**src/rtl/ifu_prefetch_if.sv**
```systemverilog
// ifu_prefetch_if: memory read channel (req/resp) and downstream instruction
// channel of the fetch unit. master = fetch unit, slave = memory + decode.
interface ifu_prefetch_if #(
  parameter int unsigned XLEN = 64,
  parameter int unsigned AW   = 32,
  parameter int unsigned DW   = 64
);
  logic            req_valid;
  logic            req_ready;
  logic [AW-1:0]   req_addr;
  logic [7:0]      req_size;
  logic            resp_valid;
  logic [DW-1:0]   resp_data;
  logic            out_valid;
  logic            out_ready;
  logic [XLEN-1:0] out_pc;
  logic [31:0]     out_inst;

  modport master (
    output req_valid, req_addr, req_size,
    input  req_ready,
    input  resp_valid, resp_data,
    output out_valid, out_pc, out_inst,
    input  out_ready
  );

  modport slave (
    input  req_valid, req_addr, req_size,
    output req_ready,
    output resp_valid, resp_data,
    input  out_valid, out_pc, out_inst,
    output out_ready
  );
endinterface

```
**src/rtl/ifu_prefetch.sv**
```systemverilog
// ifu_prefetch: sequential 4-byte instruction fetch into a DEPTH-entry
// prefetch FIFO, one outstanding read, redirect flushes and restarts fetch.
// Optional perf counters enabled by defining IFU_PREFETCH_PERF_EN.
module ifu_prefetch #(
  parameter int unsigned     XLEN     = 64,
  parameter int unsigned     AW       = 32,
  parameter logic [XLEN-1:0] RESET_PC = 64'h0000_0000_8000_0000,
  parameter int unsigned     DEPTH    = 4,
  parameter int unsigned     DW       = 64
) (
  input  logic                  clk,
  input  logic                  rst,
  input  logic                  redirect_valid,
  input  logic [XLEN-1:0]       redirect_pc,
  output logic                  redirect_done,
  ifu_prefetch_if.master        bus,
  output logic [63:0]           perf_fetch_cnt,
  output logic [63:0]           perf_drop_cnt
);
  localparam int unsigned PW = $clog2(DEPTH);

  localparam logic [1:0] S_IDLE = 2'd0;
  localparam logic [1:0] S_REQ  = 2'd1;
  localparam logic [1:0] S_WAIT = 2'd2;
  localparam logic [1:0] S_DROP = 2'd3;

  logic [1:0]      state;
  logic [1:0]      state_nx;
  logic [XLEN-1:0] fetch_pc;
  logic [AW-1:0]   req_addr_q;
  logic            stale;
  logic            redir_pend;
  logic [PW:0]     wr_ptr;
  logic [PW:0]     rd_ptr;
  logic [XLEN-1:0] pc_mem   [DEPTH];
  logic [31:0]     inst_mem [DEPTH];
  logic            empty;
  logic            full;
  logic            accept;
  logic            push;
  logic            pop;
  logic            issue;
  logic [31:0]     resp_inst;
  logic            unused_pc_bits;

  assign unused_pc_bits = ^redirect_pc[1:0];

  // Pick the 32-bit instruction out of the returned beat.
  if (DW == 64) begin : g_sel64
    assign resp_inst = fetch_pc[2] ? bus.resp_data[63:32] : bus.resp_data[31:0];
  end else begin : g_sel32
    assign resp_inst = bus.resp_data[31:0];
  end

  // Handshake qualifiers, FIFO status and next-state selection.
  always_comb begin
    empty  = (wr_ptr == rd_ptr);
    full   = (wr_ptr[PW] != rd_ptr[PW]) && (wr_ptr[PW-1:0] == rd_ptr[PW-1:0]);
    accept = (state == S_REQ) && bus.req_ready;
    push   = (state == S_WAIT) && bus.resp_valid && !redirect_valid;
    pop    = !empty && bus.out_ready && !redirect_valid;
    state_nx = state;
    unique case (state)
      S_IDLE: if (!redirect_valid && !full) state_nx = S_REQ;
      // A request that was pending when a redirect hit carries the old PC,
      // so its response must be thrown away.
      S_REQ:  if (accept) state_nx = (redirect_valid || stale) ? S_DROP : S_WAIT;
      S_WAIT: begin
        if (bus.resp_valid)      state_nx = S_IDLE;
        else if (redirect_valid) state_nx = S_DROP;
      end
      // The awaited response retires the drop even if another redirect
      // lands in the same cycle; that redirect only moves fetch_pc.
      S_DROP: if (bus.resp_valid) state_nx = S_IDLE;
      default: state_nx = S_IDLE;
    endcase
    issue = (state == S_IDLE) && (state_nx == S_REQ);
  end

  // FSM, fetch PC, held request address and redirect bookkeeping.
  always_ff @(posedge clk) begin
    if (rst) begin
      state      <= S_IDLE;
      fetch_pc   <= RESET_PC;
      req_addr_q <= '0;
      stale      <= 1'b0;
      redir_pend <= 1'b0;
    end else begin
      state <= state_nx;
      if (redirect_valid)  fetch_pc <= {redirect_pc[XLEN-1:2], 2'b00};
      else if (push)       fetch_pc <= fetch_pc + XLEN'(4);
      if (issue)           req_addr_q <= fetch_pc[AW-1:0];
      if (accept)          stale <= 1'b0;
      else if (state == S_REQ && redirect_valid) stale <= 1'b1;
      if (redirect_valid)     redir_pend <= 1'b1;
      else if (redirect_done) redir_pend <= 1'b0;
    end
  end

  // Prefetch FIFO storage and pointers; redirect empties it.
  always_ff @(posedge clk) begin
    if (rst) begin
      wr_ptr <= '0;
      rd_ptr <= '0;
      for (int unsigned i = 0; i < DEPTH; i++) begin
        pc_mem[i]   <= '0;
        inst_mem[i] <= '0;
      end
    end else if (redirect_valid) begin
      wr_ptr <= '0;
      rd_ptr <= '0;
    end else begin
      if (push) begin
        pc_mem[wr_ptr[PW-1:0]]   <= fetch_pc;
        inst_mem[wr_ptr[PW-1:0]] <= resp_inst;
        wr_ptr <= wr_ptr + 1'b1;
      end
      if (pop) rd_ptr <= rd_ptr + 1'b1;
    end
  end

  assign redirect_done = accept && redir_pend && !stale && !redirect_valid;
  assign bus.req_valid = (state == S_REQ);
  assign bus.req_addr  = req_addr_q;
  assign bus.req_size  = 8'b0000_1111;
  assign bus.out_valid = !empty;
  assign bus.out_pc    = pc_mem[rd_ptr[PW-1:0]];
  assign bus.out_inst  = inst_mem[rd_ptr[PW-1:0]];

`ifdef IFU_PREFETCH_PERF_EN
  logic drop;
  assign drop = bus.resp_valid &&
                ((state == S_DROP) || (state == S_WAIT && redirect_valid));

  // Fetched / discarded response counters.
  always_ff @(posedge clk) begin
    if (rst) begin
      perf_fetch_cnt <= '0;
      perf_drop_cnt  <= '0;
    end else begin
      if (push) perf_fetch_cnt <= perf_fetch_cnt + 64'd1;
      if (drop) perf_drop_cnt  <= perf_drop_cnt + 64'd1;
    end
  end
`else
  assign perf_fetch_cnt = '0;
  assign perf_drop_cnt  = '0;
`endif
endmodule
```
**src/flat_wrapper.sv**
```systemverilog
// flat-port wrapper written by rule: the top's interface ports become plain ports
module ifu_prefetch_flat 
#(
  parameter int unsigned     XLEN     = 64,
  parameter int unsigned     AW       = 32,
  parameter logic [XLEN-1:0] RESET_PC = 64'h0000_0000_8000_0000,
  parameter int unsigned     DEPTH    = 4,
  parameter int unsigned     DW       = 64
)
  (clk, rst, redirect_valid, redirect_pc, redirect_done, perf_fetch_cnt, perf_drop_cnt, bus_req_valid, bus_req_addr, bus_req_size, bus_req_ready, bus_resp_valid, bus_resp_data, bus_out_valid, bus_out_pc, bus_out_inst, bus_out_ready);
  ifu_prefetch_if #(.XLEN(XLEN), .AW(AW), .DW(DW)) bus_i ();
  input  logic clk;
  input  logic rst;
  input  logic redirect_valid;
  input  logic [XLEN-1:0] redirect_pc;
  output logic redirect_done;
  output logic [63:0] perf_fetch_cnt;
  output logic [63:0] perf_drop_cnt;
  output wire logic [$bits(bus_i.req_valid)-1:0] bus_req_valid;
  output wire logic [$bits(bus_i.req_addr)-1:0] bus_req_addr;
  output wire logic [$bits(bus_i.req_size)-1:0] bus_req_size;
  input wire logic [$bits(bus_i.req_ready)-1:0] bus_req_ready;
  input wire logic [$bits(bus_i.resp_valid)-1:0] bus_resp_valid;
  input wire logic [$bits(bus_i.resp_data)-1:0] bus_resp_data;
  output wire logic [$bits(bus_i.out_valid)-1:0] bus_out_valid;
  output wire logic [$bits(bus_i.out_pc)-1:0] bus_out_pc;
  output wire logic [$bits(bus_i.out_inst)-1:0] bus_out_inst;
  input wire logic [$bits(bus_i.out_ready)-1:0] bus_out_ready;
  assign bus_req_valid = bus_i.req_valid;
  assign bus_req_addr = bus_i.req_addr;
  assign bus_req_size = bus_i.req_size;
  assign bus_i.req_ready = bus_req_ready;
  assign bus_i.resp_valid = bus_resp_valid;
  assign bus_i.resp_data = bus_resp_data;
  assign bus_out_valid = bus_i.out_valid;
  assign bus_out_pc = bus_i.out_pc;
  assign bus_out_inst = bus_i.out_inst;
  assign bus_i.out_ready = bus_out_ready;
  ifu_prefetch #(.XLEN(XLEN), .AW(AW), .RESET_PC(RESET_PC), .DEPTH(DEPTH), .DW(DW)) u_core (.clk(clk), .rst(rst), .redirect_valid(redirect_valid), .redirect_pc(redirect_pc), .redirect_done(redirect_done), .bus(bus_i), .perf_fetch_cnt(perf_fetch_cnt), .perf_drop_cnt(perf_drop_cnt));
endmodule
```
**config.mk**
```make
export PLATFORM = sky130hd
export DESIGN_NAME = ifu_prefetch_flat
export DESIGN_NICKNAME = d
export VERILOG_FILES = /design/src/rtl/ifu_prefetch_if.sv /design/src/rtl/ifu_prefetch.sv /design/src/flat_wrapper.sv
export SDC_FILE = /design/constraint.sdc
export NUM_CORES = 1
export LEC_CHECK = 0
export BUFFER_PORTS_ARGS = -buffer_cell sky130_fd_sc_hd__buf_2
export CELL_PAD_IN_SITES_DETAIL_PLACEMENT = 1
export CELL_PAD_IN_SITES_GLOBAL_PLACEMENT = 1
export CORE_MARGIN = 5
export CORE_UTILIZATION = 49
export DETAILED_ROUTE_END_ITERATION = 7
export MAX_ROUTING_LAYER = met4
export PLACE_DENSITY = 0.91
export SLEW_MARGIN = 5
export SYNTH_ARGS = -nofsm -noshare
export SYNTH_HDL_FRONTEND = slang
export SYNTH_SLANG_ARGS = --single-unit
```
**constraint.sdc**
```tcl
create_clock -name clk -period 7.9 [get_ports clk]
set_input_delay 0.79 -clock clk [delete_from_list [all_inputs] [get_ports clk]]
set_output_delay 0.79 -clock clk [all_outputs]
set_load 0.02 [all_outputs]
```
* After elaboration in Yosys (flattened, before gate mapping)
Memory sizes are Yosys's and may differ from the RTL's. A register that Yosys moved wholly into a read port is not among the register bits. Index checks and enable logic that the tools add are counted.
Storage, ports and cells: register bits 106, bits in writable memories 384, input port bits 134, output and inout bits 267, logic and storage cells 72, memories 2
Cells by class: add/subtract/negate cells 3, eq/ne operators 7, multiplexer cells 28, reduce and logical (&&, ||, !) cells 24
Memory list:
- u_core.pc_mem | depth 4, bits a word 64, rd ports 1, clocked after memory_dff 1, write ports 4, RTL line ifu_prefetch.sv:35 | logic [XLEN-1:0] pc_mem [DEPTH];
- u_core.inst_mem | depth 4, bits a word 32, rd ports 1, clocked after memory_dff 1, write ports 4, RTL line ifu_prefetch.sv:36 | logic [31:0] inst_mem [DEPTH];
Operator list (number):
- $mux 64 | 3
- $add 64x3->64 const B | 1
- $mux 32 | 2
- $reduce_or 64->1 | 1
- $reduce_or 32->1 | 1
- $mux 2 | 11
- $logic_and 1x1->1 | 12
- $mux 1 | 11
- $pmux 2 s4 | 1
- $add 3x1->3 const B | 2
- $eq 2x1->1 const B | 2
- $eq 2x2->1 const B | 2
- $logic_not 1->1 | 4
- $reduce_bool 2->1 | 2
- $reduce_or 2->1 | 2
- $eq 3x3->1 | 1
- $eq 2x2->1 | 1
- $logic_not 2->1 | 1
- $logic_or 1x1->1 | 1
- $ne 1x1->1 | 1

* Longest topological paths before layout
word-level depth 9, gate-level depth with buffers 9, mapped depth without buffers 6

* Worst setup path after synthesis
OpenSTA, ideal clock, no wires.
kind in2reg, start point input port rst, end point memory u_core.inst_mem[0][0], enable pin, setup time 0.469 ns, data arrival time 4.020 ns, path slack 3.412 ns, stages 6, cells stage by stage clkbuf_1 nor2_1 nand2_1 or3_1 clkbuf_1 nand2b_1
RTL lines:
- start, declared | RTL line flat_wrapper.sv:13 | input logic rst;
- end, declared | RTL line ifu_prefetch.sv:36

==> flow_summary.toml <==
[run_status]
outcome = "complete, no violations"

[cts]
ctsHoldBuffers = 0
insertion_delay_ps = 590
cts_setup_buffers = 0
cts.sinks = 480
cts_tree = "done"
clockBufferDepth = 3
clkTransAtPathRegs_ps = 60
cts-buffers-inserted = 50
htreeDepth = 2
cts_resized = 0
root_buffer = "clkbuf_16"

[synthesis]
seq_area_frac_synth = 0.5962
synthArstFlopShare = 0
synthCells = 1752
ys_warn_count = 0
ys_types = 55
syn_area_per_cell_um2 = 12.80
synth_seq_cells = 480
ys.flop_type = "edfxtp_1"
netlist_area_um2 = 22430
synth_edf_count = 376

[route]
vias = 14840
drt_wl_total_um = 64560
drc = 0
wl_per_cell_um = 25.03
first_pass_iters = 5
viasPerCell = 5.753
drtIter0Drc = 1283
ant_nets = 0

[timing]
finalSetupViolCount = 0
post-route-period-util = 0.5408
slew_violations = 0
hold_viol = 0
fin_crit_ps = 4272
timing.hold.ws_ps = 472.8
worst_slew_pin_slew_ps = 1220
finClkSkew_ps = 30.75
max_freq_ghz = 0.2341
fin_tns_setup_ps = 0
slew_headroom = 0.1789
rsz0062_at_grt = "no"

[place]
placed_area_um2 = 23660
dp_cells = 2485
io_buffers = 258
place.gp.congestion = 0.8200
dp_hpwl_um = 40900

[global_routing]
grt_max_degree = 89
grt_overflow = 0
grt_usage = 0.2575
antenna_found_initial = 4
grt_pass1_vias = 16080
grt_pass1_wl_um = 96580

[layout]
fillerInstances = 4671
areaGrowthSynthToFinish_pct = 12.24
instances_no_fill = 2579
fin_nets = 2074
regArea_um2 = 13380
drive_gt1_frac = 0.2349
multiInputGateArea_um2 = 7990
post-route-util = 0.5548
finish.instance_area_um2 = 25180

[die]
die_y_um = 224.0
initial_core_util = 0.4943
row_count = 78
die_area_um2 = 50160
ios = 401
die_w_um = 224.0
core-area_um2 = 45380

[run]
cap_violations = 0

[power]
powerDensity_nw_per_um2 = 218.9
leakagePower_nw = 9.842
ir_drop_uv = 143.8

[worst_setup_path]
r2r_slack_ps = 3630
critical_path_arrival_ps = 4540
end_kind = "flop"
criticalPathCategory = "reg -> reg"
crit_required_ps = 8170
reg2regPathDepth = 7
crit_fanout = 68
crit_path_start_kind = "flop"

[worst_hold_path]
worstHoldPathCells = 3
hp-class = "in -> reg"
==> synth_stat cells (4+ instances only) <==
library cell	instances	share of area
edfxtp_1	376	0.50
nor2_1	242	0.040
and2_1	176	0.049
buf_4	141	0.047
clkbuf_1	107	0.018
dfxtp_1	104	0.093
mux4_2	94	0.094
and3_1	68	0.019
mux2i_1	65	0.029
nand2_1	44	0.0074
a211oi_1	32	0.011
nand4_1	29	0.0081
nand3_1	27	0.0060
xnor2_1	24	0.0094
buf_1	22	0.0037
xor2_1	19	0.0074
nor3_1	16	0.0036
a21oi_1	15	0.0033
a311oi_1	14	0.0055
buf_2	14	0.0031
nor4_1	14	0.0039
or4_1	14	0.0047
inv_1	11	0.0018
o21ai_0	10	0.0022
o31ai_1	10	0.0033
or3_1	9	0.0025
and4_1	8	0.0031
a2111oi_0	7	0.0027
nand2b_1	4	0.0011
==> metrics by stage <==
step | total power, mW | setup WS [ps]
floorplan | 3.238 | 3412
global placement | 3.319 | 3121
detailed placement | 3.349 | 3124
CTS | 5.543 | 3534
global route | 5.700 | 3386
finish | 5.511 | 3628
==> cells in the final DEF (no fill, tap or decap), types with 3 or more instances in the layout <==
master / synthesis / final
a2111oi_0: 7 / 7
a211oi_1: 32 / 32
a21oi_1: 15 / 15
a311oi_1: 14 / 14
and2_1: 176 / 176
and3_1: 68 / 68
and4_1: 8 / 8
buf_2: 14 / 257
buf_4: 141 / 22
clkbuf_1: 107 / 16
clkbuf_16: 0 / 51
clkbuf_8: 0 / 4
clkinv_1: 1 / 8
clkinv_2: 0 / 8
conb_1: 2 / 140
dfxtp_1: 104 / 101
diode_2: 0 / 4
edfxtp_1: 376 / 376
ha_1: 3 / 3
inv_1: 11 / 11
mux2i_1: 65 / 65
mux4_2: 94 / 94
nand2_1: 44 / 42
nand2b_4: 0 / 3
nand3_1: 27 / 27
nand4_1: 29 / 29
nor2_1: 242 / 241
nor3_1: 16 / 15
nor4_1: 14 / 13
o21ai_0: 10 / 10
o31ai_1: 10 / 10
or3_1: 9 / 8
or4_1: 14 / 14
xnor2_1: 24 / 24
xor2_1: 19 / 19
==> report_power, final <==
| part | leakage [nW] | switching [mW] | internal (mW) |
|---|---|---|---|
| combinational | 4.37 | 0.286 | 0.121 |
| sequential | 4.74 | 0.0797 | 2.81 |
| clock | 0.739 | 0.957 | 1.25 |
==> path summary, 6_finish.rpt <==
kind | start | to
worst max-delay path | u_core.state[1] | u_core.pc_mem[0][55]
worst min-delay path | redirect_pc[3] | u_core.fetch_pc[3]
worst max register to register | u_core.state[1] | u_core.pc_mem[0][55]
worst min register to register | u_core.bus.req_addr[3] | u_core.bus.req_addr[3]
==> sequential cells by signal, summed over array words and instances (netlist names), named ones only <==
name and flops:
u_core.pc_mem 248, u_core.inst_mem 128, u_core.fetch_pc 62, u_core.bus.req_addr 30
u_core.rd_ptr 3, u_core.wr_ptr 3, u_core.state 2, u_core.redir_pend 1
u_core.stale 1
==> cell type report <==
cell class,count,area share
clock inverters,19,0.004622
well taps,600,0.02982
inverters,12,0.001789
flip-flops and latches,480,0.5315
repair buffers,281,0.05924
multi-input cells,1112,0.3174
clock buffers,71,0.05526
diodes,4,0.0003976
==> cell families after synthesis <==
| family | Yosys count | synth area share |
|---|---|---|
| and+or+nand+nor | 667 | 0.1552 |
| DFF | 480 | 0.5962 |
| xor gates and xnor gates | 43 | 0.01679 |
| adders and majority gates | 3 | 0.001674 |
| muxes | 159 | 0.1234 |
| other | 2 | 0.0003348 |
| buffers and inverters | 298 | 0.07435 |
| AOI/OAI and AO/OA | 100 | 0.03213 |
==> worst max-delay path, stage by stage (launching register included) <==
cell and delay, ps:
dfxtp_1 460, and3b_2 220, buf_4 630, nand2_2 60
buf_4 340, or3_2 890, nand2b_4 930, buf_12 340
==> metal layers <==
layer / part of all wire / global-route usage / vias to the layer above
met2: 0.52 / 0.4469 / 644
met3: 0.074 / 0.05229 / 122
met4: 0.027 / 0.07688 / 0
li1: - / - / 6465
met1: 0.38 / 0.3051 / 7606
met5: 0 / - / -
Power figures use the tool's default switching activity.
